File: src/rtl/lcd_timing_pkg.sv
// Shared definitions for the DE-mode LCD scan path.
// Contents:
//   lcd_state_t   - lock state of the sink-side timing decoder
//   coord_t       - 16-bit pixel coordinate / cycle count
//   DEF_*         - default panel timing, common to generator and decoder
package lcd_timing_pkg;

  typedef enum logic [1:0] {
    SEARCH = 2'd0,
    SYNC   = 2'd1,
    LOCKED = 2'd2
  } lcd_state_t;

  typedef logic [15:0] coord_t;

  localparam coord_t COORD_MAX = 16'hFFFF;

  localparam int DEF_H_ACTIVE    = 800;
  localparam int DEF_H_PERIOD    = 928;
  localparam int DEF_V_ACTIVE    = 480;
  localparam int DEF_V_PERIOD    = 525;
  localparam int DEF_LOCK_FRAMES = 2;

endpackage

File: src/rtl/sat_run_counter.sv
// 16-bit saturating event counter used for gap, run and period measurement.
// Ports:
//   clock   - pixel clock
//   reset_n - synchronous active-low reset, clears the count
//   clr     - restart measurement; the count restarts at en (0 or 1) so the
//             clearing cycle itself is counted when it is also an event
//   en      - count this cycle
//   cnt     - current count, sticks at 16'hFFFF
module sat_run_counter
  import lcd_timing_pkg::*;
(
  input  logic        clock,
  input  logic        reset_n,
  input  logic        clr,
  input  logic        en,
  output logic [15:0] cnt
);

  function automatic coord_t sat_inc(input coord_t v);
    return (v == COORD_MAX) ? v : v + 16'd1;
  endfunction

  always_ff @(posedge clock) begin
    if (!reset_n) begin
      cnt <= '0;
    end else if (clr) begin
      cnt <= en ? 16'd1 : 16'd0;
    end else if (en) begin
      cnt <= sat_inc(cnt);
    end
  end

endmodule

File: src/rtl/lcd_de_timing_decoder.sv
// Sink-side decoder for a DE-mode LCD scan stream. Recovers pixel
// coordinates, line/frame strobes and a lock flag from de alone, and flags
// geometry that disagrees with the configured timing.
// Ports:
//   clock, reset_n  - pixel clock, synchronous active-low reset
//   de              - data enable, one pixel per clock
//   pixel_valid     - registered de, suppressed while searching
//   pixel_x/pixel_y - coordinates of the pixel on pixel_valid
//   line_start      - pulse with pixel_x == 0
//   frame_start     - pulse with pixel_x == 0 and pixel_y == 0
//   locked          - decoder is locked to the stream
//   err_width       - active run length differed from H_ACTIVE
//   err_period      - rise-to-rise line distance differed from H_PERIOD
//   err_height      - finished frame line count differed from V_ACTIVE
// All outputs are registered: the sample taken on cycle n shows on n+1.
module lcd_de_timing_decoder
  import lcd_timing_pkg::*;
#(
  parameter int H_ACTIVE    = DEF_H_ACTIVE,
  parameter int H_PERIOD    = DEF_H_PERIOD,
  parameter int V_ACTIVE    = DEF_V_ACTIVE,
  parameter int V_PERIOD    = DEF_V_PERIOD,
  parameter int LOCK_FRAMES = DEF_LOCK_FRAMES
) (
  input  logic        clock,
  input  logic        reset_n,
  input  logic        de,
  output logic        pixel_valid,
  output logic [15:0] pixel_x,
  output logic [15:0] pixel_y,
  output logic        line_start,
  output logic        frame_start,
  output logic        locked,
  output logic        err_width,
  output logic        err_period,
  output logic        err_height
);

  localparam coord_t     H_ACTIVE_C = 16'(H_ACTIVE);
  localparam coord_t     H_PERIOD_C = 16'(H_PERIOD);
  localparam coord_t     V_LAST_C   = 16'(V_ACTIVE - 1);
  localparam logic [3:0] LOCK_C     = 4'(LOCK_FRAMES);

  if (H_PERIOD <= H_ACTIVE || V_PERIOD <= V_ACTIVE) begin : g_bad_geometry
    $error("lcd_de_timing_decoder: blanking must be non-empty");
  end
  if (LOCK_FRAMES < 1 || LOCK_FRAMES > 15) begin : g_bad_lock
    $error("lcd_de_timing_decoder: LOCK_FRAMES must be 1..15");
  end

  function automatic coord_t sat_inc(input coord_t v);
    return (v == COORD_MAX) ? v : v + 16'd1;
  endfunction

  logic        de_d;
  logic        rise_p0, fall_p0, frame_rise_p0, line_rise_p0;
  logic [15:0] gap_cnt, run_cnt, per_cnt;
  lcd_state_t  state_q, state_nx;
  logic [3:0]  clean_q, clean_nx;
  logic        dirty_q, dirty_nx;
  logic        ew_p0, ep_p0, eh_p0, frame_clean_p0;
  logic        active_p0, valid_nx, ls_nx, fs_nx;
  logic [15:0] x_nx, y_nx;

  // ---- stage p0: edge detection and measurement on the incoming sample ----
  assign rise_p0 = de & ~de_d;
  assign fall_p0 = ~de & de_d;

  // A long enough low stretch before a rise can only be vertical blanking.
  assign frame_rise_p0 = rise_p0 & (gap_cnt >= H_PERIOD_C);
  assign line_rise_p0  = rise_p0 & ~frame_rise_p0;

  sat_run_counter u_gap (
    .clock   (clock),
    .reset_n (reset_n),
    .clr     (rise_p0),
    .en      (~de),
    .cnt     (gap_cnt)
  );

  sat_run_counter u_run (
    .clock   (clock),
    .reset_n (reset_n),
    .clr     (rise_p0),
    .en      (de),
    .cnt     (run_cnt)
  );

  sat_run_counter u_per (
    .clock   (clock),
    .reset_n (reset_n),
    .clr     (rise_p0),
    .en      (1'b1),
    .cnt     (per_cnt)
  );

  // Geometry checks are meaningless before the first frame boundary, and the
  // height check on that boundary has no measured frame behind it.
  assign ew_p0 = fall_p0 & (state_q != SEARCH) & (run_cnt != H_ACTIVE_C);
  assign ep_p0 = line_rise_p0 & (state_q != SEARCH) & (per_cnt != H_PERIOD_C);
  assign eh_p0 = frame_rise_p0 & (state_q != SEARCH) & (pixel_y != V_LAST_C);
  assign frame_clean_p0 = ~dirty_q & ~eh_p0;

  always_ff @(posedge clock) begin
    if (!reset_n) begin
      state_q <= SEARCH;
      clean_q <= '0;
      dirty_q <= 1'b0;
      de_d    <= 1'b1;
    end else begin
      state_q <= state_nx;
      clean_q <= clean_nx;
      dirty_q <= dirty_nx;
      de_d    <= de;
    end
  end

  always_comb begin
    state_nx = state_q;
    clean_nx = clean_q;
    dirty_nx = dirty_q | ew_p0 | ep_p0;
    if (frame_rise_p0) begin
      dirty_nx = 1'b0;
      unique case (state_q)
        SEARCH: begin
          state_nx = SYNC;
          clean_nx = '0;
        end
        SYNC: begin
          if (!frame_clean_p0) begin
            clean_nx = '0;
          end else if ((clean_q + 4'd1) == LOCK_C) begin
            state_nx = LOCKED;
          end else begin
            clean_nx = clean_q + 4'd1;
          end
        end
        LOCKED: begin
          if (eh_p0) begin
            state_nx = SYNC;
            clean_nx = '0;
          end
        end
        default: begin
          state_nx = SEARCH;
          clean_nx = '0;
        end
      endcase
    end else if ((ew_p0 | ep_p0) && state_q == LOCKED) begin
      state_nx = SYNC;
      clean_nx = '0;
    end
  end

  // Gating follows the post-update state so the first frame boundary's
  // strobes are already visible.
  always_comb begin
    active_p0 = (state_nx != SEARCH);
    valid_nx  = de & active_p0;
    ls_nx     = rise_p0 & active_p0;
    fs_nx     = frame_rise_p0 & active_p0;
    x_nx      = pixel_x;
    y_nx      = pixel_y;
    if (rise_p0) begin
      x_nx = '0;
    end else if (de) begin
      x_nx = sat_inc(pixel_x);
    end
    if (frame_rise_p0) begin
      y_nx = '0;
    end else if (line_rise_p0) begin
      y_nx = sat_inc(pixel_y);
    end
  end

  // ---- stage p1: registered outputs ----
  always_ff @(posedge clock) begin
    if (!reset_n) begin
      pixel_valid <= 1'b0;
      pixel_x     <= '0;
      pixel_y     <= '0;
      line_start  <= 1'b0;
      frame_start <= 1'b0;
      locked      <= 1'b0;
      err_width   <= 1'b0;
      err_period  <= 1'b0;
      err_height  <= 1'b0;
    end else begin
      pixel_valid <= valid_nx;
      pixel_x     <= x_nx;
      pixel_y     <= y_nx;
      line_start  <= ls_nx;
      frame_start <= fs_nx;
      locked      <= (state_q == LOCKED);
      err_width   <= ew_p0;
      err_period  <= ep_p0;
      err_height  <= eh_p0;
    end
  end

endmodule

File: config.mk
export PLATFORM = sky130hd
export DESIGN_NAME = lcd_de_timing_decoder
export DESIGN_NICKNAME = d
export VERILOG_FILES = /design/src/rtl/lcd_timing_pkg.sv /design/src/rtl/sat_run_counter.sv /design/src/rtl/lcd_de_timing_decoder.sv
export SDC_FILE = /design/constraint.sdc
export NUM_CORES = 1
export LEC_CHECK = 0
export BUFFER_PORTS_ARGS = -buffer_cell sky130_fd_sc_hd__buf_2
export CAP_MARGIN = 30
export CORE_MARGIN = 2
export CORE_UTILIZATION = 38
export DETAILED_ROUTE_END_ITERATION = 8
export SYNTH_ARGS = -nofsm -noshare
export SYNTH_HDL_FRONTEND = slang
export SYNTH_SLANG_ARGS = --single-unit
File: constraint.sdc
create_clock -name clock -period 3.2 [get_ports clock]
set_clock_uncertainty 0.2 [all_clocks]
set_input_delay 0.32 -clock clock [delete_from_list [all_inputs] [get_ports clock]]
set_output_delay 0.32 -clock clock [all_outputs]
set_load 0.02 [all_outputs]
==> results.json, run 1 <==
{
  "dpl_worst_slack_ns": 0.709,
  "clock-sinks": 95,
  "cp.required_ns": 3.26,
  "async_flop_share": 0,
  "layout_common_cells": "dfxtp_1 (95), nor2_1 (87), nand2_1 (46), buf_2 (41), nand3_1 (40)",
  "run_status": "completed",
  "drive_gt1_frac": 0.119,
  "yosys.area.top_type": "dfxtp_1",
  "critPathCaptureType": "flip-flop",
  "layout.nets": 619,
  "worst_slack_ns": 0.667,
  "wirelength_um": 10100,
  "cts_buffers": 9,
  "clock_path_buffers": 2,
  "ir_worst_vdd_v": 0.000177,
  "vias": 4086,
  "crit_start": "pixel_y[0]$_SDFFE_PP0P_",
  "leakagePower_nw": 1.86,
  "dieArea_um2": 13200,
  "hold_violations": 0,
  "routedWlPerCell_um": 13.4,
  "drtIter0Drc": 231,
  "final_cell_area_um2": 5270,
  "core_area_um2": 12000,
  "synth_enable_flop_cells": 0,
  "drc": 0,
  "syn_avg_cell_area_um2": 8.23,
  "hold_buffers": 0,
  "io_pins": 42,
  "clock_latency_ns": 0.34,
  "grt_pass1_wl_um": 17100,
  "hp-class": "in -> reg",
  "synthesis.area_um2": 4660,
  "maxCapViolCount": 0,
  "htree_num_levels": 3,
  "grt_usage": 0.160,
  "ys_seq_elements": 95,
  "antenna_left": 0,
  "synthCells": 566,
  "die_w_um": 115,
  "cts_tree": "built",
  "synthTopCellsByArea": "dfxtp_1 (41%), nor2_1 (7.0%), xnor2_1 (4.9%)",
  "area_growth_pct": 13.1,
  "fmax_mhz": 395,
  "grt_pass1_vias": 3681,
  "reg2reg_from": "pixel_y[0]$_SDFFE_PP0P_",
  "dr.pass1.iters": 5,
  "grt_max_degree": 26,
  "cts_resized": 0,
  "power_density_nw_per_um2": 426,
  "cp_max_fo": 7,
  "crit_type": "reg -> reg",
  "drv_slew": 0,
  "die_height_um": 115,
  "final_common_cell": "dfxtp_1",
  "grt_antenna_before_repair": 0,
  "synthesis.nets": 579,
  "synth_top_area_frac": 0.408,
  "fillers": 1225,
  "max_slew_margin": 0.549,
  "setup_violations": 0,
  "port_buffers": 41,
  "tightest_slew_ns": 0.673,
  "cts-root-buf": "clkbuf_16",
  "rows": 40,
  "globalplace.congestion": 0.809,
  "hp-start": "reset_n",
  "synth_flop_cell": "dfxtp_1",
  "arrival_ns": 2.60,
  "fin_crit_ns": 2.53,
  "place_area_um2": 5020,
  "viasPerCell": 5.42,
  "grt_overflow": 0,
  "rsz0062_at_grt": "no",
  "start_util": 0.388,
  "antenna_cells": 0,
  "cts.clk_slew.worst_paths_ns": 0.06,
  "critPathLaunchType": "flip-flop",
  "cts_setup_buffers": 0,
  "tns_ns": 0,
  "fin_crit_sh": 0.792,
  "dpl.hpwl_um": 7180,
  "yosys_warnings": 0,
  "ys_seq_area_frac": 0.408,
  "synth_cell_types": 60
}
cells by family after synthesis:
family          synth area share
flops                      0.408
mux                      0.00645
fa+ha+maj                 0.0269
xor+xnor                  0.0959
simple gates               0.321
compound gates             0.112
buf+inv                   0.0293
cells in the mapped netlist (all sizes together) (2+ instances only):
cell type	count
dfxtp	95
nor2	87
nand2	47
nand3	40
nor3	30
a21oi	27
xnor2	26
xor2	25
nand4	21
o21ai	20
inv	19
clkbuf	13
ha	10
nor4	10
or3	10
and3	9
a31oi	7
and4	7
a211oi	6
nand2b	6
o211ai	6
and2	4
buf	3
mux2i	3
nor2b	3
o21a	3
or4	3
a21boi	2
nand4b	2
nor3b	2
nor4b	2
o21bai	2
o31ai	2
or4b	2
path summary, 6_finish.rpt:
kind	end	slack, ns	cells past startpoint
setup / recovery	clean_q[3]$_SDFFE_PN0P_	0.67	7
hold / removal	de_d$_SDFF_PN1_	0.13	2
setup reg to reg	clean_q[3]$_SDFFE_PN0P_	0.67	7
hold reg to reg	dirty_q$_SDFF_PP0_	0.31	2
state kept, by name (all words and copies together) (netlist names):
register and flops:
u_gap.cnt 16, state_q 2, clean_q 4, u_run.cnt 16
de_d 1, frame_start 1, pixel_y 16, pixel_valid 1
u_per.cnt 16, err_period 1, line_start 1, dirty_q 1
err_width 1, locked 1, pixel_x 16, err_height 1
routing by layer:
metal | vias up | track usage | wire [um]
li1 | 2082 | - | -
met1 | 1924 | 0.211 | 4930
met2 | 66 | 0.253 | 4670
met3 | 14 | 0.0371 | 351
met5 | - | 0 | 0
met4 | 0 | 0.0691 | 165
stage by stage:
| step | hold slack [ns] | std cells | power (W) | util |
|---|---|---|---|---|
| 5_1_grt | 0.131 | 754 | 0.00235 | 0.438 |
| 6_report | 0.129 | 754 | 0.00224 | 0.438 |
| 3_5_place_dp | 0.297 | 742 | 0.00133 | 0.418 |
| 2_1_floorplan | 0.248 | 566 | 0.00130 | - |
| 4_1_cts | 0.118 | 754 | 0.00228 | 0.438 |
| 3_3_place_gp | 0.294 | 742 | 0.00133 | 0.418 |
critical path, stage by stage (launching register included):
cell and delay, ns:
dfxtp_1 0.40, ha_1 0.30, nand4_1 0.29, nand2b_1 0.24, nor4_1 0.44, and3_1 0.36
o211ai_1 0.13, o21ai_0 0.10
power breakdown:
part           switching (W)  internal [W]
Combinational      0.0000648     0.0000336
Sequential         0.0000145       0.00119
Clock               0.000428      0.000508
layout make-up:
cell class / instances / area [um^2] / share of cell area
multi-input cells: 436 / 2620 / 0.498
flip-flops and latches: 95 / 1900 / 0.361
repair buffers: 45 / 248 / 0.0470
clock buffers: 10 / 229 / 0.0435
well taps: 147 / 184 / 0.0349
inverters: 19 / 71.3 / 0.0135
clock inverters: 2 / 12.5 / 0.00238
Note: power is estimated with default switching activity, not from simulation.
==> inputs of run 2 (changes only) <==
--- a/config.mk
+++ b/config.mk
@@ -5,6 +5,7 @@
 export SDC_FILE = /design/constraint.sdc
 export NUM_CORES = 1
 export LEC_CHECK = 0
+export ABC_AREA = 1
 export BUFFER_PORTS_ARGS = -buffer_cell sky130_fd_sc_hd__buf_2
 export CAP_MARGIN = 30
 export CORE_MARGIN = 2
==> constraint.sdc (replaced) <==
create_clock -name clock -period 2.3 [get_ports clock]
set_clock_uncertainty 0.2 [all_clocks]
set_input_delay 0.23 -clock clock [delete_from_list [all_inputs] [get_ports clock]]
set_output_delay 0.23 -clock clock [all_outputs]
set_load 0.02 [all_outputs]
==> run 2 against run 1 <==
  * Critical path depth rose by 2
  * Sequential share of layout area fell by 3.1 points
  * Hold slack got worse by 0.080 ns
  * Global-route usage rose by 0.51 points
  * Cell count rose by 26%
  * Routed wire length rose by 13%
  * Count of clock-buffer cells in the layout rose by 1
  * Combinational power rose by 52%
  * Critical path type unchanged
  * Critical endpoint is now pixel_x[13]$_SDFFE_PP0P_
  * Largest cell class unchanged
  * Highest routed layer unchanged
==> results.json, run 2 <==
{
  "tns_ns": 0,
  "ys_seq_area_frac": 0.371,
  "fin_crit_sh": 0.872,
  "htree_num_levels": 3,
  "run_status": "completed",
  "fin_crit_ns": 2.01,
  "cts.clk_slew.worst_paths_ns": 0.06,
  "rows": 42,
  "dpl.hpwl_um": 8480,
  "synthesis.area_um2": 5120,
  "layout_common_cells": "nand2_1 (139), dfxtp_1 (95), inv_1 (92), nor2_1 (79), a21oi_1 (62)",
  "crit_type": "reg -> reg",
  "worst_slack_ns": 0.294,
  "power_density_nw_per_um2": 556,
  "area_growth_pct": 12.5,
  "muxShareOfSynthArea": 0,
  "io_pins": 42,
  "final_common_cell": "nand2_1",
  "grt_usage": 0.166,
  "synth_fa_ha_area_frac": 0.0244,
  "routedWlPerCell_um": 12.0,
  "pwr-share-seq": 0.524,
  "wirelength_um": 11400,
  "hold_violations": 0,
  "cts_tree": "built",
  "pwr-share-comb": 0.047,
  "synth_xor_area_frac": 0.0308,
  "clock-sinks": 95,
  "swShare": 0.233,
  "yosys_warnings": 0,
  "critPathSlowestCell": "dfxtp_1",
  "synthCells": 728,
  "start_util": 0.388,
  "grt_pass1_vias": 4294,
  "grt_overflow": 0,
  "viasPerCell": 4.86,
  "cts_setup_buffers": 0,
  "synth_cell_types": 47,
  "dp.cells": 936,
  "hold_buffers": 0,
  "yosys.area_share.simple": 0.351,
  "ir_worst_vdd_v": 0.000393,
  "dpl_worst_slack_ns": 0.317,
  "vias": 4622,
  "clock_path_buffers": 2,
  "layout.nets": 784,
  "critPathCaptureType": "flip-flop",
  "async_flop_share": 0,
  "setup_violations": 0,
  "ys_seq_elements": 95,
  "synth_top_area_frac": 0.371,
  "slowest_delay_ns": 0.34,
  "clock_latency_ns": 0.34,
  "synthesis.nets": 741,
  "arrival_ns": 2.04,
  "yosys.area.top_type": "dfxtp_1",
  "drv_slew": 0,
  "die_w_um": 120,
  "intPower_w": 0.00246,
  "cts_buffers": 9,
  "globalplace.congestion": 0.845,
  "cp_max_fo": 9,
  "dr.pass1.iters": 4,
  "grt_max_degree": 21,
  "antenna_left": 0,
  "core_area_um2": 13200,
  "crit_chain": "ha_1 -> nand3_1 -> nor2_1 -> nand3_1 -> nand2_2 -> nor2_2 -> nand4_1 -> nor3b_1 -> nor2_1",
  "hp-class": "in -> reg",
  "critPathLaunchType": "flip-flop",
  "instances_no_fill": 951,
  "cts_resized": 0,
  "synth_common_cells": "nand2_1 (139), dfxtp_1 (95), inv_1 (92)",
  "tightest_slew_ns": 0.422,
  "synth_compound_area_frac": 0.123,
  "synth_enable_flop_cells": 0,
  "maxCapViolCount": 0,
  "grt_pass1_wl_um": 19700,
  "synthTopCellsByArea": "dfxtp_1 (37%), nand2_1 (10%), inv_1 (6.7%)",
  "syn_avg_cell_area_um2": 7.04,
  "power_switching_w": 0.000747,
  "antenna_cells": 0,
  "drc": 0,
  "die_height_um": 120,
  "rr_worst_depth": 9,
  "yosysMostFrequentCell": "nand2_1",
  "max_slew_margin": 0.716,
  "port_buffers": 41,
  "cp.required_ns": 2.33,
  "rsz0062_at_grt": "no",
  "leakagePower_nw": 2.36,
  "synth_flop_cell": "dfxtp_1",
  "drtIter0Drc": 267,
  "drive_gt1_frac": 0.165,
  "fmax_mhz": 499,
  "synth_top_family_by_area": "simple AND/OR/NAND/NOR gates",
  "p_clk_frac": 0.430,
  "grt_antenna_before_repair": 0,
  "hold_depth": 3,
  "cts-root-buf": "clkbuf_16",
  "dieArea_um2": 14400
}
-- run 2: changes by cell type in the layout (fill, tap and decap cells not counted), sizes merged, moves of 10 or more --
cell   delta
xor2     -11
or3      -10
nor2     +10
inv      +90
a21oi    +36
nand2   +109
o21ai    +17
xnor2    -22
-- run 2: final timing paths --
path,startpoint,endpoint,slack (ns)
setup / recovery,pixel_x[0]$_SDFFE_PP0P_,pixel_x[13]$_SDFFE_PP0P_,0.29
hold / removal,reset_n,u_run.cnt[12]$_SDFFE_PN0P_,0.05
setup reg to reg,pixel_x[0]$_SDFFE_PP0P_,pixel_x[13]$_SDFFE_PP0P_,0.29
hold reg to reg,pixel_y[7]$_SDFFE_PP0P_,pixel_y[7]$_SDFFE_PP0P_,0.29
-- run 2: per-stage QoR --
| step | instance area, um^2 | hold slack (ns) | total power, W | utilization |
|---|---|---|---|---|
| floorplan | 5120 | 0.246 | 0.00183 | - |
| global placement | 5500 | 0.264 | 0.00186 | 0.417 |
| detailed placement | 5500 | 0.275 | 0.00187 | 0.417 |
| CTS | 5760 | 0.0444 | 0.00326 | 0.437 |
| global route | 5760 | 0.0713 | 0.00335 | 0.437 |
| finish | 5760 | 0.0491 | 0.00320 | 0.437 |
-- run 2: kinds of logic (layout without fill, tap and decap cells) --
family | after synthesis | count (layout)
simple gates | 364 | 364
buf+inv | 123 | 170
compound gates | 118 | 118
flops | 95 | 95
fa+ha+maj | 10 | 10
xor+xnor | 18 | 18
-- run 2: power by group through the flow --
stage	sequential, W	clock, W	combinational (W)
6_report	0.00168	0.00138	0.000150
2_1_floorplan	0.00172	0	0.000109
5_1_grt	0.00168	0.00150	0.000167
4_1_cts	0.00168	0.00143	0.000152
3_5_place_dp	0.00171	0	0.000152
3_3_place_gp	0.00171	0	0.000148
-- run 2: cell type report --
cell class                      instances  area (um^2)
Multi-Input combinational cell        510         2710
Fill cell                            1360         7430
Clock inverter                          4         22.5
Tap cell                              176          220
Inverter                              110          425
Sequential cell                        95         1900
Clock buffer                           11          243
Timing Repair Buffer                   45          235
-- run 2: critical path: cells and delay by family (launching register included) --
kind                       cells  cell delay [ns]
DFF                            1             0.34
adders and majority gates      1             0.22
and+or+nand+nor                8             1.14
-- run 2: layer usage --
| metal | vias to the layer above | track usage | part of all wire |
|---|---|---|---|
| li1 | 2454 | - | - |
| met1 | 2078 | 0.223 | 0.50 |
| met2 | 78 | 0.263 | 0.45 |
| met3 | 12 | 0.0361 | 0.037 |
| met4 | 0 | 0.0551 | 0.015 |
| met5 | - | 0 | 0 |
